### config.mk
export PLATFORM = sky130hd
export DESIGN_NAME = sram_port_arbiter_flat
export DESIGN_NICKNAME = d
export VERILOG_FILES = /design/src/rtl/sram_port_arbiter_if.sv /design/src/rtl/sram_port_arbiter.sv /design/src/flat_wrapper.sv
export SDC_FILE = /design/constraint.sdc
export NUM_CORES = 1
export LEC_CHECK = 0
export ABC_CLOCK_PERIOD_IN_PS = 3500
export CORE_MARGIN = 10
export CORE_UTILIZATION = 33
export DETAILED_ROUTE_END_ITERATION = 10
export GPL_TIMING_DRIVEN = 0
export MAX_ROUTING_LAYER = met4
export PLACE_DENSITY = 0.8
export SLEW_MARGIN = 20
export SYNTH_ARGS = -nofsm -noshare
export SYNTH_HDL_FRONTEND = slang
export SYNTH_SLANG_ARGS = --single-unit
### constraint.sdc
create_clock -name clk -period 3.5 [get_ports clk]
set_input_delay 1.05 -clock clk [delete_from_list [all_inputs] [get_ports clk]]
set_output_delay 1.05 -clock clk [all_outputs]
set_load 0.01 [all_outputs]
### src/rtl/sram_port_arbiter_if.sv
// rtl/sram_port_arbiter_if.sv - requester and SRAM bundle for the two-port SRAM arbiter
//
// Port summary (arbiter side = slave):
//   p0_*    instruction-fetch requester: read-only request, grant, response handshake
//   p1_*    data requester: read or byte-strobed write request, grant, response handshake
//   sram_*  pipelined single-port word SRAM: addr/wdata/wren/cs out, rdata in (1-cycle latency)
interface sram_port_arbiter_if #(
  parameter int AW = 16
);
  logic          p0_req;
  logic [AW-1:0] p0_addr;
  logic          p0_gnt;
  logic          p0_rvalid;
  logic [31:0]   p0_rdata;
  logic          p0_rready;

  logic          p1_req;
  logic          p1_write;
  logic [AW-1:0] p1_addr;
  logic [31:0]   p1_wdata;
  logic [3:0]    p1_wstrb;
  logic          p1_gnt;
  logic          p1_rvalid;
  logic [31:0]   p1_rdata;
  logic          p1_rready;

  logic [AW-1:0] sram_addr;
  logic [31:0]   sram_wdata;
  logic [3:0]    sram_wren;
  logic          sram_cs;
  logic [31:0]   sram_rdata;

  modport slave (
    input  p0_req, p0_addr, p0_rready,
    output p0_gnt, p0_rvalid, p0_rdata,
    input  p1_req, p1_write, p1_addr, p1_wdata, p1_wstrb, p1_rready,
    output p1_gnt, p1_rvalid, p1_rdata,
    output sram_addr, sram_wdata, sram_wren, sram_cs,
    input  sram_rdata
  );

  modport master (
    output p0_req, p0_addr, p0_rready,
    input  p0_gnt, p0_rvalid, p0_rdata,
    output p1_req, p1_write, p1_addr, p1_wdata, p1_wstrb, p1_rready,
    input  p1_gnt, p1_rvalid, p1_rdata,
    input  sram_addr, sram_wdata, sram_wren, sram_cs,
    output sram_rdata
  );
endinterface

### src/rtl/sram_port_arbiter.sv
// rtl/sram_port_arbiter.sv - shares one pipelined word SRAM between a fetch port and a data port
//
// Purpose: grants at most one requester per cycle, drives the SRAM combinationally
// for the granted request, and steers the returned read word into a per-port
// response register with a valid/ready handshake (2-cycle grant-to-valid).
//
// Ports:
//   clk     clock, all state on rising edge
//   resetn  synchronous active-low reset
//   bus     sram_port_arbiter_if.slave: p0_* (read-only fetch), p1_* (read/write data),
//           sram_* (address/control out, read data in)
//
// Parameters:
//   AW      word address width, must match the SRAM
//   RR_EN   1 = round-robin on ties, 0 = port 1 always wins ties
module sram_port_arbiter #(
  parameter int AW    = 16,
  parameter bit RR_EN = 1'b1
) (
  input  logic                 clk,
  input  logic                 resetn,
  sram_port_arbiter_if.slave   bus
);

  // Read tracking: inflight_p is set by the grant edge and cleared by the edge
  // that captures the SRAM word. Only one grant happens per cycle, so at most
  // one inflight bit is ever set and it doubles as the owner id of sram_rdata.
  logic        inflight0;
  logic        inflight1;
  logic        last_gnt;      // 0 = port 0 granted last, 1 = port 1

  logic        rvalid0;
  logic        rvalid1;
  logic [31:0] rdata0;
  logic [31:0] rdata1;

  logic        rd0_ok;
  logic        rd1_ok;
  logic        elig0;
  logic        elig1;
  logic        pick1;
  logic        gnt0;
  logic        gnt1;

  logic [AW-1:0] addr_mux;
  logic [31:0]   wdata_mux;
  logic [3:0]    wren_mux;

  // Eligibility and arbitration
  always_comb begin
    // A read may issue only when nothing is in flight for that port and its
    // response register will be free at the edge the new word lands.
    rd0_ok = !inflight0 && (!rvalid0 || bus.p0_rready);
    rd1_ok = !inflight1 && (!rvalid1 || bus.p1_rready);

    elig0  = bus.p0_req && rd0_ok;
    elig1  = bus.p1_req && (bus.p1_write || rd1_ok);

    // Tie-break winner: round-robin gives the port that did not win last.
    pick1  = RR_EN ? (last_gnt == 1'b0) : 1'b1;

    gnt0   = resetn && elig0 && !(elig1 && pick1);
    gnt1   = resetn && elig1 && !(elig0 && !pick1);
  end

  // SRAM drive for the granted request; all zero when idle
  always_comb begin
    addr_mux  = '0;
    wdata_mux = '0;
    wren_mux  = '0;
    if (gnt1) begin
      addr_mux  = bus.p1_addr;
      wdata_mux = bus.p1_wdata;
      wren_mux  = bus.p1_write ? bus.p1_wstrb : 4'b0000;
    end else if (gnt0) begin
      addr_mux  = bus.p0_addr;
    end
  end

  assign bus.sram_addr  = addr_mux;
  assign bus.sram_wdata = wdata_mux;
  assign bus.sram_wren  = wren_mux;
  assign bus.sram_cs    = gnt0 || gnt1;

  assign bus.p0_gnt     = gnt0;
  assign bus.p1_gnt     = gnt1;

  // Read pipeline, response registers and round-robin pointer
  always_ff @(posedge clk) begin
    if (!resetn) begin
      // Clearing inflight here drops any read caught by reset, so its word is
      // never loaded into a response register.
      inflight0 <= 1'b0;
      inflight1 <= 1'b0;
      last_gnt  <= 1'b1;
      rvalid0   <= 1'b0;
      rvalid1   <= 1'b0;
      rdata0    <= '0;
      rdata1    <= '0;
    end else begin
      inflight0 <= gnt0;
      inflight1 <= gnt1 && !bus.p1_write;

      if (gnt0 || gnt1) begin
        last_gnt <= gnt1;
      end

      // A load coinciding with consumption wins, keeping rvalid high.
      if (inflight0) begin
        rdata0  <= bus.sram_rdata;
        rvalid0 <= 1'b1;
      end else if (bus.p0_rready) begin
        rvalid0 <= 1'b0;
      end

      if (inflight1) begin
        rdata1  <= bus.sram_rdata;
        rvalid1 <= 1'b1;
      end else if (bus.p1_rready) begin
        rvalid1 <= 1'b0;
      end
    end
  end

  assign bus.p0_rvalid = rvalid0;
  assign bus.p0_rdata  = rdata0;
  assign bus.p1_rvalid = rvalid1;
  assign bus.p1_rdata  = rdata1;

endmodule

### src/flat_wrapper.sv
// flat-port wrapper written by rule: the top's interface ports become plain ports
module sram_port_arbiter_flat 
#(
  parameter int AW    = 16,
  parameter bit RR_EN = 1'b1
)
  (clk, resetn, bus_p0_req, bus_p0_addr, bus_p0_rready, bus_p0_gnt, bus_p0_rvalid, bus_p0_rdata, bus_p1_req, bus_p1_write, bus_p1_addr, bus_p1_wdata, bus_p1_wstrb, bus_p1_rready, bus_p1_gnt, bus_p1_rvalid, bus_p1_rdata, bus_sram_addr, bus_sram_wdata, bus_sram_wren, bus_sram_cs, bus_sram_rdata);
  sram_port_arbiter_if #(.AW(AW)) bus_i ();
  input  logic clk;
  input  logic resetn;
  input wire logic [$bits(bus_i.p0_req)-1:0] bus_p0_req;
  input wire logic [$bits(bus_i.p0_addr)-1:0] bus_p0_addr;
  input wire logic [$bits(bus_i.p0_rready)-1:0] bus_p0_rready;
  output wire logic [$bits(bus_i.p0_gnt)-1:0] bus_p0_gnt;
  output wire logic [$bits(bus_i.p0_rvalid)-1:0] bus_p0_rvalid;
  output wire logic [$bits(bus_i.p0_rdata)-1:0] bus_p0_rdata;
  input wire logic [$bits(bus_i.p1_req)-1:0] bus_p1_req;
  input wire logic [$bits(bus_i.p1_write)-1:0] bus_p1_write;
  input wire logic [$bits(bus_i.p1_addr)-1:0] bus_p1_addr;
  input wire logic [$bits(bus_i.p1_wdata)-1:0] bus_p1_wdata;
  input wire logic [$bits(bus_i.p1_wstrb)-1:0] bus_p1_wstrb;
  input wire logic [$bits(bus_i.p1_rready)-1:0] bus_p1_rready;
  output wire logic [$bits(bus_i.p1_gnt)-1:0] bus_p1_gnt;
  output wire logic [$bits(bus_i.p1_rvalid)-1:0] bus_p1_rvalid;
  output wire logic [$bits(bus_i.p1_rdata)-1:0] bus_p1_rdata;
  output wire logic [$bits(bus_i.sram_addr)-1:0] bus_sram_addr;
  output wire logic [$bits(bus_i.sram_wdata)-1:0] bus_sram_wdata;
  output wire logic [$bits(bus_i.sram_wren)-1:0] bus_sram_wren;
  output wire logic [$bits(bus_i.sram_cs)-1:0] bus_sram_cs;
  input wire logic [$bits(bus_i.sram_rdata)-1:0] bus_sram_rdata;
  assign bus_i.p0_req = bus_p0_req;
  assign bus_i.p0_addr = bus_p0_addr;
  assign bus_i.p0_rready = bus_p0_rready;
  assign bus_p0_gnt = bus_i.p0_gnt;
  assign bus_p0_rvalid = bus_i.p0_rvalid;
  assign bus_p0_rdata = bus_i.p0_rdata;
  assign bus_i.p1_req = bus_p1_req;
  assign bus_i.p1_write = bus_p1_write;
  assign bus_i.p1_addr = bus_p1_addr;
  assign bus_i.p1_wdata = bus_p1_wdata;
  assign bus_i.p1_wstrb = bus_p1_wstrb;
  assign bus_i.p1_rready = bus_p1_rready;
  assign bus_p1_gnt = bus_i.p1_gnt;
  assign bus_p1_rvalid = bus_i.p1_rvalid;
  assign bus_p1_rdata = bus_i.p1_rdata;
  assign bus_sram_addr = bus_i.sram_addr;
  assign bus_sram_wdata = bus_i.sram_wdata;
  assign bus_sram_wren = bus_i.sram_wren;
  assign bus_sram_cs = bus_i.sram_cs;
  assign bus_i.sram_rdata = bus_sram_rdata;
  sram_port_arbiter #(.AW(AW), .RR_EN(RR_EN)) u_core (.clk(clk), .resetn(resetn), .bus(bus_i));
endmodule
# == Word-level counts from Yosys, hierarchy flattened ==
# Index checks and enable logic that the tools add are counted.
# totals
word_cells,41
inputBits,107
register_bits,69
# classes
n_reduce_logical,24
bitwise_logic,1
n_mux,9
# ops
operator,count
16-bit 2-to-1 mux,2
32-bit 2-to-1 mux,1
1-bit logical AND,11
4-bit 2-to-1 mux,2
1-bit logical NOT,7
1-bit logical OR,4
1-bit 2-to-1 mux,4
2-bit nonzero test,2
1-bit NOT,1

# == Depth between registers and ports, before layout ==
# logic_depth
word_depth,10
ltp_mapped,7
ltp_nobuf,4

# == Worst setup path before layout ==
# Ideal clock, no wire load.
# synth_timing
path_type,input port to output port
start,input port bus_p1_rready
end,output port bus_sram_addr[10]
path_buffers,1
cell_stages,5
setup_slack_ps,206
arrival_ps,2244
cell_sequence,nor2b_1 o21ai_2 a2111oi_4 buf_4 a22o_1
# synth_between
elab_chain_len,9
elab_cells_between_ends,11
cone_classes,mux: 2; reduce/logical: 9
# synth_lines
element,line_no,text
"start, declared",flat_wrapper.sv:22,input wire logic [$bits(bus_i.p1_rready)-1:0] bus_p1_rready;
1-bit logical OR,sram_port_arbiter.sv:54,rd1_ok = !inflight1 && (!rvalid1 || bus.p1_rready);
1-bit logical AND,sram_port_arbiter.sv:54,
1-bit logical OR,sram_port_arbiter.sv:57,elig1 = bus.p1_req && (bus.p1_write || rd1_ok);
1-bit logical AND,sram_port_arbiter.sv:57,
1-bit logical AND,sram_port_arbiter.sv:62,gnt0 = resetn && elig0 && !(elig1 && pick1);
1-bit logical NOT,sram_port_arbiter.sv:62,
1-bit logical AND,sram_port_arbiter.sv:62,
named net bus_p0_gnt,flat_wrapper.sv:14,output wire logic [$bits(bus_i.p0_gnt)-1:0] bus_p0_gnt;
16-bit 2-to-1 mux,sram_port_arbiter.sv:75,end else if (gnt0) begin
16-bit 2-to-1 mux,sram_port_arbiter.sv:71,if (gnt1) begin
"end, declared",flat_wrapper.sv:26,output wire logic [$bits(bus_i.sram_addr)-1:0] bus_sram_addr;
# The timed path passes the listed nets, and every way through them passes these cells.

# == Final worst setup path ==
# layout_timing
start,input port bus_p0_req
end,output port bus_sram_addr[4]
# layout_between
elab_chain_len,5
elab_cells_between_ends,8
cone_classes,mux: 2; reduce/logical: 6
# layout_lines
element,line_no,text
"start, declared",flat_wrapper.sv:11,input wire logic [$bits(bus_i.p0_req)-1:0] bus_p0_req;
1-bit logical AND *,sram_port_arbiter.sv:56,elig0 = bus.p0_req && rd0_ok;
1-bit logical AND (on tied branches),"sram_port_arbiter.sv:62, sram_port_arbiter.sv:63",
1-bit logical AND or 1-bit logical NOT (tied branches),"sram_port_arbiter.sv:62, sram_port_arbiter.sv:63",
16-bit 2-to-1 mux or 1-bit logical AND (tied branches),"sram_port_arbiter.sv:75, sram_port_arbiter.sv:63",
16-bit 2-to-1 mux *,sram_port_arbiter.sv:71,
# Every way passes the cells marked *; elsewhere a longest branch is shown, timed or not.

==> results.json <==
{
  "outcome": "complete, no violations",
  "core_area_sq_mm": 0.00859,
  "hpwl_um": 10200,
  "crit_path_cell_trace": "buf_6 -> nand2b_4 -> or3_4 -> and3_4 -> buf_8 -> clkbuf_16 -> a22o_1 -> buf_2",
  "share_seq_of_total_power": 0.444,
  "critical_path.startpoint_type": "input port",
  "use_met2": 0.348,
  "fmax_mhz": 289,
  "num_antenna_cells": 0,
  "drt-vias-per-instance": 4.62,
  "worst_hold_slack_ns": 0.492,
  "die_h_um": 113,
  "drt_drc_violations_left": 0,
  "num_rows": 34,
  "grt_start_max_net_pins": 11,
  "dr.first_iter.drc_count": 124,
  "critPathTopFamily": "simple AND/OR/NAND/NOR gates",
  "tritoncts.num_buffers": 9,
  "ios": 228,
  "nFillCells": 720,
  "slew_viol_final": 0,
  "synth_cell_type_count": 23,
  "max-slew-margin-rel": 0.477,
  "ir_drop_mv": 0.258,
  "synthesis.yosys.warnings": 0,
  "critPathRequiredTime_ns": 2.45,
  "grt.overflow.total": 0,
  "worst_pin_slew_ns": 0.784,
  "worst-path-buf-inv": 4,
  "timing.setup.tns_ns": 0,
  "post-route-period-util": 0.989,
  "grt_setup_unrepaired": "false",
  "cts_root_buffer": "clkbuf_8",
  "internal-power_w": 0.00140,
  "fin_area_sq_mm": 0.00541,
  "synth_largest_type_area_fraction": 0.479,
  "ys_ff_latch": 69,
  "insertion_delay_ns": 0.33,
  "final.setup.worst_slack_ns": 0.0398,
  "synthToLayoutAreaGrowth_pct": 87.7,
  "total_power_draw_w": 0.00189,
  "power.static_leakage_nw": 2.26,
  "critPathMaxFanout": 7,
  "design.final.nets": 653,
  "skew_ns": 0.00398,
  "met1_usage": 0.201,
  "first_global_vias": 3334,
  "sw_frac_of_total": 0.260,
  "ctsHtreeMaxLevel": 3,
  "gr-max-usage-layer": "met2",
  "clkPwrFrac": 0.295,
  "report.final.setup_viol": 0,
  "tritoncts_clock_tree": "done",
  "drt_pre_antenna_iters": 4,
  "synth_sequential_area_ratio": 0.479,
  "final.min_clock_period_ns": 3.46,
  "cpMaxStageDelayCell": "or3_4",
  "synth_instances": 292,
  "power_frac_comb": 0.261,
  "overall_via_count_from_detail_route": 3036,
  "wire_length_of_the_first_global_routing_pass_um": 19300,
  "share_of_post_route_cells_with_drive_strength_above_1": 0.193,
  "number_of_clock_sinks": 69,
  "avgSynthCellArea_sq_um": 9.87,
  "routedWlPerCell_um": 19.3,
  "synthesis.area_sq_mm": 0.00288,
  "antenna_violations_before_repair": 0,
  "worst-endpoint-arrival_ns": 2.41,
  "hp-class": "reg2reg",
  "worst_setup_path_end_kind": "output port",
  "power.net_switching_w": 0.000491,
  "cts_max_path_buffers": 2,
  "gp_congestion": 0.827,
  "drv.max_cap_violation_count": 0,
  "cpPeakStageDelay_ns": 0.38,
  "dieArea_sq_mm": 0.0129,
  "clock_input_transition_at_the_sequential_cells_of_the_worst_setup_and_hold_paths_ns": 0.07,
  "routed_wirelength_um": 12700,
  "place_area_sq_mm": 0.00529,
  "grt_use_total": 0.195,
  "dp_slack_ns": -0.979,
  "starting_density": 0.335,
  "die_x_um": 113,
  "number_of_nets_with_antenna_violations_after_routing": 0,
  "critical_path_class": "in2out",
  "hold_viol_final": 0,
  "synth_top_area_cell": "dfxtp_1",
  "yosys-top-cells-area": "dfxtp_1 48%, mux2i_1 22%, nor2_1 9.0%, and2_1 6.9%, a22o_1 4.9%",
  "grt.met3_usage": 0.0745,
  "synth_fp_nets": 399,
  "pwr_density_cell_mw_per_mm2": 349,
  "place.port_buffers": 227
}
==> placed cells by master (no fill, tap or decap), types with 2 or more instances in the layout <==
cell type and count:
mux2i_1 64, and3_1 4, clkbuf_8 13, clkinv_2 3
dfxtp_1 69, buf_4 14, buf_2 53, buf_1 3
a22o_1 16, nor2b_4 2, buf_6 7, clkdlybuf4s15_2 2
clkdlybuf4s50_1 166, and2_1 32, nor2_1 69, clkbuf_2 3
clkbuf_1 9, dlygate4sd2_1 4, buf_8 2
==> repair_timing <==
action,in CTS,in global routing
buffers inserted,11,3
pin swaps,5,5
cloned,2,1
hold buffers,0,0
gates resized for setup,243,14
endpoints found under the setup margin,55,24
==> sequential cells by signal (all words and copies together) (netlist names) <==
register	cells
u_core.bus.p1_rvalid	1
u_core.inflight1	1
u_core.inflight0	1
u_core.bus.p1_rdata	32
u_core.bus.p0_rdata	32
u_core.last_gnt	1
u_core.bus.p0_rvalid	1
==> cells in the mapped netlist <==
| library cell | number |
|---|---|
| dfxtp_1 | 69 |
| buf_2 | 2 |
| and2_1 | 32 |
| nor2_1 | 69 |
| nand2b_4 | 1 |
| inv_1 | 1 |
| o21ai_2 | 1 |
| a22o_1 | 16 |
| a2111oi_4 | 1 |
| o21ai_0 | 1 |
| nor2b_1 | 3 |
| nand2_1 | 2 |
| a2111oi_0 | 1 |
| buf_1 | 5 |
| and3_1 | 5 |
| buf_4 | 2 |
| nand2b_1 | 1 |
| buf_6 | 3 |
| a21oi_1 | 1 |
| mux2i_1 | 64 |
| clkinv_1 | 1 |
| clkbuf_1 | 10 |
| or3_1 | 1 |
==> worst paths after layout <==
path	from	end	slack, ns	depth (start not counted)
max	bus_p0_req	bus_sram_addr[4]	0.04	8
min	u_core.bus.p0_rdata[26]	u_core.bus.p0_rdata[26]	0.49	2
max reg2reg	u_core.inflight0	u_core.inflight1	1.80	7
min reg2reg	u_core.bus.p0_rdata[26]	u_core.bus.p0_rdata[26]	0.49	2
==> worst reg2reg max path: cells and delay by family (launching register included) <==
family                 cells  cell delay (ns)
and+or+nand+nor            4             0.85
buffers and inverters      3             0.44
DFF                        1             0.30
==> layer usage <==
metal  share of wire  wire length [um]  vias up
met5               0                 0        -
met4          0.0073                93        0
met3           0.083              1050       10
met2            0.53              6680      135
met1            0.38              4870     1409
li1                -                 -     1482
==> power groups by stage <==
stage	sequential [W]	combinational (W)	clock, W
after global placement	0.000854	0.000491	0
after global routing	0.000844	0.000528	0.000622
final	0.000840	0.000493	0.000557
after detailed placement	0.000857	0.000498	0
after floorplan	0.000871	0.000171	0
after CTS	0.000840	0.000489	0.000576
==> through the flow <==
stage,utilization,cells
3_5_place_dp,0.616,627
5_1_grt,0.630,657
3_3_place_gp,0.616,627
4_1_cts,0.624,654
2_1_floorplan,-,292
6_report,0.630,657
==> area by class of cell <==
cell class                 instances  area, sq um  area share
buffer                            21          140      0.0259
clock buffer                      12          155      0.0287
clock inverter                     2         10.0     0.00185
inverter                           2         8.76     0.00162
multi-input combinational        199         1410       0.261
sequential                        69         1380       0.255
tap                              108          135      0.0250
timing repair buffer             244         2170       0.400
==> cell families after synthesis <==
| group | count (synthesis) | share of synthesized area |
|---|---|---|
| muxes | 64 | 0.222 |
| AOI/OAI and AO/OA | 21 | 0.0677 |
| buffers and inverters | 24 | 0.0425 |
| and+or+nand+nor | 114 | 0.188 |
| DFF | 69 | 0.479 |
No activity file was read; power rests on OpenSTA's default activity.
